[src/rtl/rx_buf_ptr_table_if.sv]
// Bus bundle for the receive-buffer pointer table: flow init, three
// independent pointer write ports and two read ports with their responses.
interface rx_buf_ptr_table_if #(
  parameter int FLOWS = 64,
  parameter int PTR_W = 16
);
  localparam int FID_W = $clog2(FLOWS);

  // new-flow initialisation
  logic             init_val;
  logic [FID_W-1:0] init_flowid;
  logic [PTR_W:0]   init_head;
  logic [PTR_W:0]   init_tail;
  logic             init_rdy;

  // per-pointer writes
  logic             head_wr_val;
  logic [FID_W-1:0] head_wr_addr;
  logic [PTR_W:0]   head_wr_data;
  logic             head_wr_rdy;
  logic             commit_wr_val;
  logic [FID_W-1:0] commit_wr_addr;
  logic [PTR_W:0]   commit_wr_data;
  logic             commit_wr_rdy;
  logic             tail_wr_val;
  logic [FID_W-1:0] tail_wr_addr;
  logic [PTR_W:0]   tail_wr_data;
  logic             tail_wr_rdy;

  // read port 0
  logic             rd0_req_val;
  logic [FID_W-1:0] rd0_req_addr;
  logic             rd0_req_rdy;
  logic             rd0_resp_val;
  logic             rd0_resp_rdy;
  logic [PTR_W:0]   rd0_resp_head;
  logic [PTR_W:0]   rd0_resp_commit;
  logic [PTR_W:0]   rd0_resp_tail;
  logic [PTR_W:0]   rd0_resp_used;
  logic [PTR_W:0]   rd0_resp_free;
  logic [PTR_W:0]   rd0_resp_avail;
  logic             rd0_resp_err;

  // read port 1
  logic             rd1_req_val;
  logic [FID_W-1:0] rd1_req_addr;
  logic             rd1_req_rdy;
  logic             rd1_resp_val;
  logic             rd1_resp_rdy;
  logic [PTR_W:0]   rd1_resp_head;
  logic [PTR_W:0]   rd1_resp_commit;
  logic [PTR_W:0]   rd1_resp_tail;
  logic [PTR_W:0]   rd1_resp_used;
  logic [PTR_W:0]   rd1_resp_free;
  logic [PTR_W:0]   rd1_resp_avail;
  logic             rd1_resp_err;

  modport master (
    output init_val, init_flowid, init_head, init_tail,
    input  init_rdy,
    output head_wr_val, head_wr_addr, head_wr_data,
    input  head_wr_rdy,
    output commit_wr_val, commit_wr_addr, commit_wr_data,
    input  commit_wr_rdy,
    output tail_wr_val, tail_wr_addr, tail_wr_data,
    input  tail_wr_rdy,
    output rd0_req_val, rd0_req_addr, rd0_resp_rdy,
    input  rd0_req_rdy, rd0_resp_val, rd0_resp_head, rd0_resp_commit, rd0_resp_tail,
    input  rd0_resp_used, rd0_resp_free, rd0_resp_avail, rd0_resp_err,
    output rd1_req_val, rd1_req_addr, rd1_resp_rdy,
    input  rd1_req_rdy, rd1_resp_val, rd1_resp_head, rd1_resp_commit, rd1_resp_tail,
    input  rd1_resp_used, rd1_resp_free, rd1_resp_avail, rd1_resp_err
  );

  modport slave (
    input  init_val, init_flowid, init_head, init_tail,
    output init_rdy,
    input  head_wr_val, head_wr_addr, head_wr_data,
    output head_wr_rdy,
    input  commit_wr_val, commit_wr_addr, commit_wr_data,
    output commit_wr_rdy,
    input  tail_wr_val, tail_wr_addr, tail_wr_data,
    output tail_wr_rdy,
    input  rd0_req_val, rd0_req_addr, rd0_resp_rdy,
    output rd0_req_rdy, rd0_resp_val, rd0_resp_head, rd0_resp_commit, rd0_resp_tail,
    output rd0_resp_used, rd0_resp_free, rd0_resp_avail, rd0_resp_err,
    input  rd1_req_val, rd1_req_addr, rd1_resp_rdy,
    output rd1_req_rdy, rd1_resp_val, rd1_resp_head, rd1_resp_commit, rd1_resp_tail,
    output rd1_resp_used, rd1_resp_free, rd1_resp_avail, rd1_resp_err
  );
endinterface

[src/rtl/rx_buf_ptr_table.sv]
// Per-flow receive-buffer pointer table (head/commit/tail) with a zeroing
// sweep after reset, init/write ports and two independent 1-cycle read ports
// that return the pointers plus derived used/free/avail occupancy.
module rx_buf_ptr_table #(
  parameter int FLOWS = 64,
  parameter int PTR_W = 16
) (
  input logic clk,
  input logic rst,
  rx_buf_ptr_table_if.slave bus
);
  localparam int FID_W = $clog2(FLOWS);
  localparam logic [PTR_W:0] CAPACITY = {1'b1, {PTR_W{1'b0}}};
  localparam logic [FID_W-1:0] LAST_FLOW = FID_W'(FLOWS - 1);

  typedef enum logic {CLEAR, RUN} state_t;

  state_t           state_reg;
  logic [FID_W-1:0] clr_cnt_reg;
  logic             run;

  logic [PTR_W:0] head_mem   [FLOWS];
  logic [PTR_W:0] commit_mem [FLOWS];
  logic [PTR_W:0] tail_mem   [FLOWS];

  logic init_fire, head_fire, commit_fire, tail_fire;

  // Sweep state: walk every entry once after reset, then serve requests.
  always_ff @(posedge clk) begin
    if (rst) begin
      state_reg   <= CLEAR;
      clr_cnt_reg <= '0;
    end else begin
      case (state_reg)
        CLEAR: begin
          clr_cnt_reg <= clr_cnt_reg + 1'b1;
          if (clr_cnt_reg == LAST_FLOW) state_reg <= RUN;
        end
        default: state_reg <= RUN;
      endcase
    end
  end

  assign run = (state_reg == RUN);

  // Init owns the table for its cycle, so pointer writes back off while it is offered.
  assign bus.init_rdy      = run;
  assign bus.head_wr_rdy   = run & ~bus.init_val;
  assign bus.commit_wr_rdy = run & ~bus.init_val;
  assign bus.tail_wr_rdy   = run & ~bus.init_val;

  assign init_fire   = run & bus.init_val;
  assign head_fire   = bus.head_wr_val & bus.head_wr_rdy;
  assign commit_fire = bus.commit_wr_val & bus.commit_wr_rdy;
  assign tail_fire   = bus.tail_wr_val & bus.tail_wr_rdy;

  // Table update: zero sweep during CLEAR, otherwise init or independent pointer writes.
  always_ff @(posedge clk) begin
    if (!rst) begin
      if (!run) begin
        head_mem[clr_cnt_reg]   <= '0;
        commit_mem[clr_cnt_reg] <= '0;
        tail_mem[clr_cnt_reg]   <= '0;
      end else if (init_fire) begin
        head_mem[bus.init_flowid]   <= bus.init_head;
        commit_mem[bus.init_flowid] <= bus.init_tail;
        tail_mem[bus.init_flowid]   <= bus.init_tail;
      end else begin
        if (head_fire)   head_mem[bus.head_wr_addr]     <= bus.head_wr_data;
        if (commit_fire) commit_mem[bus.commit_wr_addr] <= bus.commit_wr_data;
        if (tail_fire)   tail_mem[bus.tail_wr_addr]     <= bus.tail_wr_data;
      end
    end
  end

  genvar gi;
  generate
    for (gi = 0; gi < 2; gi++) begin : g_rd
      logic             req_val, req_rdy, resp_rdy, fire;
      logic [FID_W-1:0] req_addr;
      logic [PTR_W:0]   rd_head, rd_commit, rd_tail, used_next, avail_next, free_next;
      logic             err_next;

      logic           resp_val_reg;
      logic [PTR_W:0] head_reg, commit_reg, tail_reg, used_reg, free_reg, avail_reg;
      logic           err_reg;

      if (gi == 0) begin : g_p0
        assign req_val              = bus.rd0_req_val;
        assign req_addr             = bus.rd0_req_addr;
        assign resp_rdy             = bus.rd0_resp_rdy;
        assign bus.rd0_req_rdy      = req_rdy;
        assign bus.rd0_resp_val     = resp_val_reg;
        assign bus.rd0_resp_head    = head_reg;
        assign bus.rd0_resp_commit  = commit_reg;
        assign bus.rd0_resp_tail    = tail_reg;
        assign bus.rd0_resp_used    = used_reg;
        assign bus.rd0_resp_free    = free_reg;
        assign bus.rd0_resp_avail   = avail_reg;
        assign bus.rd0_resp_err     = err_reg;
      end else begin : g_p1
        assign req_val              = bus.rd1_req_val;
        assign req_addr             = bus.rd1_req_addr;
        assign resp_rdy             = bus.rd1_resp_rdy;
        assign bus.rd1_req_rdy      = req_rdy;
        assign bus.rd1_resp_val     = resp_val_reg;
        assign bus.rd1_resp_head    = head_reg;
        assign bus.rd1_resp_commit  = commit_reg;
        assign bus.rd1_resp_tail    = tail_reg;
        assign bus.rd1_resp_used    = used_reg;
        assign bus.rd1_resp_free    = free_reg;
        assign bus.rd1_resp_avail   = avail_reg;
        assign bus.rd1_resp_err     = err_reg;
      end

      // A new request may enter whenever the output slot is empty or draining.
      assign req_rdy = run & (~resp_val_reg | resp_rdy);
      assign fire    = req_val & req_rdy;

      // Occupancy is modular in PTR_W+1 bits so wrapped pointers subtract cleanly.
      assign rd_head    = head_mem[req_addr];
      assign rd_commit  = commit_mem[req_addr];
      assign rd_tail    = tail_mem[req_addr];
      assign used_next  = rd_tail - rd_head;
      assign avail_next = rd_commit - rd_head;
      assign free_next  = CAPACITY - used_next;
      assign err_next   = (used_next > CAPACITY) | (avail_next > used_next);

      // Response slot: capture pre-edge table contents on accept, hold until drained.
      always_ff @(posedge clk) begin
        if (rst) begin
          resp_val_reg <= 1'b0;
          head_reg     <= '0;
          commit_reg   <= '0;
          tail_reg     <= '0;
          used_reg     <= '0;
          free_reg     <= '0;
          avail_reg    <= '0;
          err_reg      <= 1'b0;
        end else if (fire) begin
          resp_val_reg <= 1'b1;
          head_reg     <= rd_head;
          commit_reg   <= rd_commit;
          tail_reg     <= rd_tail;
          used_reg     <= used_next;
          free_reg     <= free_next;
          avail_reg    <= avail_next;
          err_reg      <= err_next;
        end else if (resp_rdy) begin
          resp_val_reg <= 1'b0;
        end
      end
    end
  endgenerate
endmodule
[src/flat_wrapper.sv]
// flat-port wrapper written by rule: the top's interface ports become plain ports
module rx_buf_ptr_table_flat 
#(
  parameter int FLOWS = 64,
  parameter int PTR_W = 16
)
  (clk, rst, bus_init_val, bus_init_flowid, bus_init_head, bus_init_tail, bus_init_rdy, bus_head_wr_val, bus_head_wr_addr, bus_head_wr_data, bus_head_wr_rdy, bus_commit_wr_val, bus_commit_wr_addr, bus_commit_wr_data, bus_commit_wr_rdy, bus_tail_wr_val, bus_tail_wr_addr, bus_tail_wr_data, bus_tail_wr_rdy, bus_rd0_req_val, bus_rd0_req_addr, bus_rd0_resp_rdy, bus_rd0_req_rdy, bus_rd0_resp_val, bus_rd0_resp_head, bus_rd0_resp_commit, bus_rd0_resp_tail, bus_rd0_resp_used, bus_rd0_resp_free, bus_rd0_resp_avail, bus_rd0_resp_err, bus_rd1_req_val, bus_rd1_req_addr, bus_rd1_resp_rdy, bus_rd1_req_rdy, bus_rd1_resp_val, bus_rd1_resp_head, bus_rd1_resp_commit, bus_rd1_resp_tail, bus_rd1_resp_used, bus_rd1_resp_free, bus_rd1_resp_avail, bus_rd1_resp_err);
  rx_buf_ptr_table_if #(.FLOWS(FLOWS), .PTR_W(PTR_W)) bus_i ();
  input logic clk;
  input logic rst;
  input wire logic [$bits(bus_i.init_val)-1:0] bus_init_val;
  input wire logic [$bits(bus_i.init_flowid)-1:0] bus_init_flowid;
  input wire logic [$bits(bus_i.init_head)-1:0] bus_init_head;
  input wire logic [$bits(bus_i.init_tail)-1:0] bus_init_tail;
  output wire logic [$bits(bus_i.init_rdy)-1:0] bus_init_rdy;
  input wire logic [$bits(bus_i.head_wr_val)-1:0] bus_head_wr_val;
  input wire logic [$bits(bus_i.head_wr_addr)-1:0] bus_head_wr_addr;
  input wire logic [$bits(bus_i.head_wr_data)-1:0] bus_head_wr_data;
  output wire logic [$bits(bus_i.head_wr_rdy)-1:0] bus_head_wr_rdy;
  input wire logic [$bits(bus_i.commit_wr_val)-1:0] bus_commit_wr_val;
  input wire logic [$bits(bus_i.commit_wr_addr)-1:0] bus_commit_wr_addr;
  input wire logic [$bits(bus_i.commit_wr_data)-1:0] bus_commit_wr_data;
  output wire logic [$bits(bus_i.commit_wr_rdy)-1:0] bus_commit_wr_rdy;
  input wire logic [$bits(bus_i.tail_wr_val)-1:0] bus_tail_wr_val;
  input wire logic [$bits(bus_i.tail_wr_addr)-1:0] bus_tail_wr_addr;
  input wire logic [$bits(bus_i.tail_wr_data)-1:0] bus_tail_wr_data;
  output wire logic [$bits(bus_i.tail_wr_rdy)-1:0] bus_tail_wr_rdy;
  input wire logic [$bits(bus_i.rd0_req_val)-1:0] bus_rd0_req_val;
  input wire logic [$bits(bus_i.rd0_req_addr)-1:0] bus_rd0_req_addr;
  input wire logic [$bits(bus_i.rd0_resp_rdy)-1:0] bus_rd0_resp_rdy;
  output wire logic [$bits(bus_i.rd0_req_rdy)-1:0] bus_rd0_req_rdy;
  output wire logic [$bits(bus_i.rd0_resp_val)-1:0] bus_rd0_resp_val;
  output wire logic [$bits(bus_i.rd0_resp_head)-1:0] bus_rd0_resp_head;
  output wire logic [$bits(bus_i.rd0_resp_commit)-1:0] bus_rd0_resp_commit;
  output wire logic [$bits(bus_i.rd0_resp_tail)-1:0] bus_rd0_resp_tail;
  output wire logic [$bits(bus_i.rd0_resp_used)-1:0] bus_rd0_resp_used;
  output wire logic [$bits(bus_i.rd0_resp_free)-1:0] bus_rd0_resp_free;
  output wire logic [$bits(bus_i.rd0_resp_avail)-1:0] bus_rd0_resp_avail;
  output wire logic [$bits(bus_i.rd0_resp_err)-1:0] bus_rd0_resp_err;
  input wire logic [$bits(bus_i.rd1_req_val)-1:0] bus_rd1_req_val;
  input wire logic [$bits(bus_i.rd1_req_addr)-1:0] bus_rd1_req_addr;
  input wire logic [$bits(bus_i.rd1_resp_rdy)-1:0] bus_rd1_resp_rdy;
  output wire logic [$bits(bus_i.rd1_req_rdy)-1:0] bus_rd1_req_rdy;
  output wire logic [$bits(bus_i.rd1_resp_val)-1:0] bus_rd1_resp_val;
  output wire logic [$bits(bus_i.rd1_resp_head)-1:0] bus_rd1_resp_head;
  output wire logic [$bits(bus_i.rd1_resp_commit)-1:0] bus_rd1_resp_commit;
  output wire logic [$bits(bus_i.rd1_resp_tail)-1:0] bus_rd1_resp_tail;
  output wire logic [$bits(bus_i.rd1_resp_used)-1:0] bus_rd1_resp_used;
  output wire logic [$bits(bus_i.rd1_resp_free)-1:0] bus_rd1_resp_free;
  output wire logic [$bits(bus_i.rd1_resp_avail)-1:0] bus_rd1_resp_avail;
  output wire logic [$bits(bus_i.rd1_resp_err)-1:0] bus_rd1_resp_err;
  assign bus_i.init_val = bus_init_val;
  assign bus_i.init_flowid = bus_init_flowid;
  assign bus_i.init_head = bus_init_head;
  assign bus_i.init_tail = bus_init_tail;
  assign bus_init_rdy = bus_i.init_rdy;
  assign bus_i.head_wr_val = bus_head_wr_val;
  assign bus_i.head_wr_addr = bus_head_wr_addr;
  assign bus_i.head_wr_data = bus_head_wr_data;
  assign bus_head_wr_rdy = bus_i.head_wr_rdy;
  assign bus_i.commit_wr_val = bus_commit_wr_val;
  assign bus_i.commit_wr_addr = bus_commit_wr_addr;
  assign bus_i.commit_wr_data = bus_commit_wr_data;
  assign bus_commit_wr_rdy = bus_i.commit_wr_rdy;
  assign bus_i.tail_wr_val = bus_tail_wr_val;
  assign bus_i.tail_wr_addr = bus_tail_wr_addr;
  assign bus_i.tail_wr_data = bus_tail_wr_data;
  assign bus_tail_wr_rdy = bus_i.tail_wr_rdy;
  assign bus_i.rd0_req_val = bus_rd0_req_val;
  assign bus_i.rd0_req_addr = bus_rd0_req_addr;
  assign bus_i.rd0_resp_rdy = bus_rd0_resp_rdy;
  assign bus_rd0_req_rdy = bus_i.rd0_req_rdy;
  assign bus_rd0_resp_val = bus_i.rd0_resp_val;
  assign bus_rd0_resp_head = bus_i.rd0_resp_head;
  assign bus_rd0_resp_commit = bus_i.rd0_resp_commit;
  assign bus_rd0_resp_tail = bus_i.rd0_resp_tail;
  assign bus_rd0_resp_used = bus_i.rd0_resp_used;
  assign bus_rd0_resp_free = bus_i.rd0_resp_free;
  assign bus_rd0_resp_avail = bus_i.rd0_resp_avail;
  assign bus_rd0_resp_err = bus_i.rd0_resp_err;
  assign bus_i.rd1_req_val = bus_rd1_req_val;
  assign bus_i.rd1_req_addr = bus_rd1_req_addr;
  assign bus_i.rd1_resp_rdy = bus_rd1_resp_rdy;
  assign bus_rd1_req_rdy = bus_i.rd1_req_rdy;
  assign bus_rd1_resp_val = bus_i.rd1_resp_val;
  assign bus_rd1_resp_head = bus_i.rd1_resp_head;
  assign bus_rd1_resp_commit = bus_i.rd1_resp_commit;
  assign bus_rd1_resp_tail = bus_i.rd1_resp_tail;
  assign bus_rd1_resp_used = bus_i.rd1_resp_used;
  assign bus_rd1_resp_free = bus_i.rd1_resp_free;
  assign bus_rd1_resp_avail = bus_i.rd1_resp_avail;
  assign bus_rd1_resp_err = bus_i.rd1_resp_err;
  rx_buf_ptr_table #(.FLOWS(FLOWS), .PTR_W(PTR_W)) u_core (.clk(clk), .rst(rst), .bus(bus_i));
endmodule
[config.mk]
export PLATFORM = sky130hd
export DESIGN_NAME = rx_buf_ptr_table_flat
export DESIGN_NICKNAME = d
export VERILOG_FILES = /design/src/rtl/rx_buf_ptr_table_if.sv /design/src/rtl/rx_buf_ptr_table.sv /design/src/flat_wrapper.sv
export SDC_FILE = /design/constraint.sdc
export NUM_CORES = 2
export LEC_CHECK = 0
export BUFFER_PORTS_ARGS = -buffer_cell sky130_fd_sc_hd__buf_2
export CORE_MARGIN = 2
export CORE_UTILIZATION = 66
export CTS_BUF_LIST = sky130_fd_sc_hd__clkbuf_16
export DETAILED_ROUTE_END_ITERATION = 12
export MAX_ROUTING_LAYER = met4
export PLACE_DENSITY = 0.83
export SETUP_SLACK_MARGIN = 0.05
export SLEW_MARGIN = 0
export SYNTH_ARGS = -nofsm -noshare
export SYNTH_HDL_FRONTEND = slang
export SYNTH_SLANG_ARGS = --single-unit
[constraint.sdc]
create_clock -name clk -period 18.3 [get_ports clk]
set_clock_uncertainty 0.2 [all_clocks]
set_input_delay 0 -clock clk [delete_from_list [all_inputs] [get_ports clk]]
set_output_delay 0 -clock clk [all_outputs]
set_load 0.01 [all_outputs]
==> reports/qor.txt <==
Status -> finished, violations left
Failing checks -> capacitance limit, slew limit
Grt ovf -> 0
Tmin final -> 8.14 ns
Routed wire length -> 599000 um
Fraction of layout cells with a size suffix above 1 -> 39.9%
Final Util -> 74.2%
Pwr dens -> 97.3 nW/um2
First-pass GRT wire length -> 821000 um
Power Internal -> 0.0134 W
H-Tree Depth -> 5
DIE WIDTH -> 500 um
Gpl congestion -> 0.945
HPWL after DPL -> 311000 um
Setup Total Neg Slack -> 0 ns
# IOs -> 345
Antenna viol nets, final -> 0
Async SR Flop Fraction -> 0%
Initial antenna violation count -> 77
Max Freq -> 123 MHz
Max IR drop VDD -> 0.107 mV
Syn Area/Cell -> 20.5 um2
CTS tree -> built
Worst hold start -> bus_head_wr_data[10]
Net Sw Frac -> 24.5%
R2R setup slack -> 11.05 ns
Iteration-0 DRC Markers -> 21900
Hold Crit Class -> in -> reg
Drt drc -> 0
Nets -> 8675
Vias/cell -> 8.70
Via count -> 105000
Drt wl/cell -> 49.8 um
Slew headroom -> -13.3%
Die ar. -> 250000 um2
Reg2reg end -> u_core.head_mem[15][7]
Die H -> 500 um
Clk slew on worst S/H paths -> 0.07 ns
Worst r2r path cells -> 8
CTS Sinks -> 3477
Total GRT Usage -> 49.5%
Kind of critical path -> in -> reg
Number of synthesized flops with an enable pin -> 3264
Number of CTS-inserted buffers -> 360
Leak -> 63.9 nW
Worst reg2reg startpoint -> u_core.bus.init_rdy
Gate power share -> 9.6%
Psw -> 0.00434 W
P&R area growth vs syn -> 12.1%
Pin count of the biggest net entering global routing -> 143
Hold Path End -> u_core.head_mem[27][10]
Number of max-cap violations -> 1
Sequential element share of the synthesized area -> 62.9%
Synthesized area -> 162000 um2
Vias in the first global route -> 103000
WHS Path Cells -> 4
Final Slew Violations -> 3
Total power -> 0.0177 W
Clock latency on the worst-skew pair -> 1.03 ns
Clock network power share -> 41.8%
RSZ-0062 raised after global routing -> false
Startpoint Class -> input pin
Syn Nets -> 8166
Crit path DAT -> 8.86 ns
CP Max Fanout -> 96
Port Buf Inserts -> 344
Starting Density -> 66.2%
Post-route clock period utilization -> 44.5%
Synth unique cells -> 75
Top_reg_cell synth -> edfxtp_1
Root Driver -> clkbuf_16
Biggest regs -> u_core.commit_mem x1088, u_core.head_mem x1088, u_core.tail_mem x1088
Final hold violation count -> 0
Slew @ Worst Pin -> 1.69 ns
Site Rows -> 182
# Post-CTS Setup Buffers -> 0
Core area -> 245000 um2
Flops & latches, synth -> 3477
Final setup vio count -> 0
First-pass DRT Iterations -> 12
CTS max path bufs -> 4
CP Capture Type -> flop
Synthesized instance count -> 7930
Share of power burned in registers -> 48.5%
Synth Warn # -> 0
WP data required -> 19.02 ns
per-layer routing:
metal / GRT usage [%] / part of all wire [%] / routed length, um / up-vias
li1: - / - / - / 35500
met1: 55.3 / 28 / 166000 / 52000
met2: 70.2 / 44 / 265000 / 13200
met3: 22.0 / 17 / 105000 / 3920
met4: 37.6 / 11 / 63900 / 0
met5: - / 0 / 0 / -
critical path, stage by stage:
cell and delay (ns):
buf_12 0.56, buf_4 0.77, buf_4 0.85, buf_4 0.83
mux4_2 0.61, mux4_2 0.55, mux4_2 0.74, ha_1 0.50
o211a_1 0.18, a211oi_1 0.07, o31ai_1 0.40, a2111oi_0 0.19
nor3_1 0.44, a31oi_1 0.18, xnor2_1 0.50, inv_1 0.09
ha_1 0.33, and4_1 0.23, nand3_1 0.08, o21ai_0 0.10
a211oi_1 0.23, a21oi_1 0.07, a21oi_1 0.16
what timing repair did:
item                      4_1_cts  5_1_grt
resized for setup               0        0
hold buffers                  151        0
hold endpoints to repair     3668        0
final cells by class:
cell class | count | area (um2)
Fill cell | 12400 | 63300
Antenna cell | 103 | 258
Clock buffer | 365 | 9130
Timing Repair Buffer | 725 | 5520
Multi-Input combinational cell | 3818 | 58500
Tap cell | 3220 | 4030
Clock inverter | 267 | 2190
Inverter | 57 | 215
Sequential cell | 3477 | 102000
cells in the final DEF (no fill, tap or decap), types with 101 or more instances in the layout:
master         synthesis  layout
buf_4                 25     218
clkbuf_16              0     365
buf_2                194     332
nor2_1               344     152
mux4_2              2082    2082
edfxtp_1            3264    3264
a21oi_1              232     232
ha_1                 101     101
nand2_1              380     378
inv_1                 56     123
diode_2                0     103
dfxtp_1              213     213
dlygate4sd3_1          0     134
stage by stage:
step	area (um2)	setup slack [ns]	hold slack (ns)	cells
after floorplan	162000	12.44	0.0118	7930
after global placement	169000	9.21	0.114	11100
after detailed placement	169000	9.29	0.141	11100
after CTS	182000	10.25	0.00509	11900
after global routing	182000	9.60	0.0637	12000
final	182000	10.16	0.0618	12000
kinds of logic (layout without fill, tap and decap cells):
group	count (synthesis)	count (layout)	share of synthesized area (%)
xor gates and xnor gates	80	80	0.440
DFF	3477	3477	62.9
other	0	103	0
buffers and inverters	635	1414	1.72
muxes	2183	2183	29.6
AOI/OAI and AO/OA	537	537	2.10
adders and majority gates	105	105	0.827
and+or+nand+nor	913	913	2.37
worst max path at each step:
stage / start / to / slack (ns) / depth (start not counted)
5_1_grt: bus_rd1_req_addr[0] / u_core.bus.rd1_resp_err / 9.60 / 23
3_3_place_gp: bus_rd1_req_addr[0] / u_core.bus.rd1_resp_err / 9.21 / 23
4_1_cts: bus_rd1_req_addr[0] / u_core.bus.rd1_resp_err / 10.25 / 23
6_report: bus_rd1_req_addr[0] / u_core.bus.rd1_resp_err / 10.16 / 23
2_1_floorplan: bus_rd1_req_addr[0] / u_core.bus.rd1_resp_err / 12.44 / 25
3_5_place_dp: bus_rd1_req_addr[0] / u_core.bus.rd1_resp_err / 9.29 / 23
cell usage after synthesis (19+ instances only):
cell type | number | area, um2
o21a_1 | 30 | 225
nand2_1 | 380 | 1430
xnor2_1 | 54 | 473
a21oi_1 | 232 | 1160
buf_2 | 194 | 971
o21ai_0 | 72 | 360
dfxtp_1 | 213 | 4260
buf_4 | 25 | 188
nor3_1 | 30 | 150
mux2_2 | 30 | 338
a21o_1 | 26 | 195
a211oi_1 | 42 | 315
edfxtp_1 | 3264 | 98000
a22o_1 | 54 | 473
mux2i_1 | 62 | 621
nor2b_1 | 19 | 119
nand3_1 | 45 | 225
inv_1 | 56 | 210
clkbuf_1 | 293 | 1100
nand4_1 | 19 | 119
nor2_1 | 344 | 1290
buf_1 | 58 | 218
mux4_2 | 2082 | 46900
xor2_1 | 24 | 210
ha_1 | 101 | 1260
power by group through the flow:
stage | Combinational (W) | Clock [W] | Sequential (W)
after floorplan | 0.00107 | 0 | 0.00876
after global placement | 0.00155 | 0 | 0.00876
after detailed placement | 0.00157 | 0 | 0.00877
after CTS | 0.00162 | 0.00726 | 0.00860
after global routing | 0.00175 | 0.00759 | 0.00860
final | 0.00171 | 0.00741 | 0.00860
(Power assumes the default switching activity.)
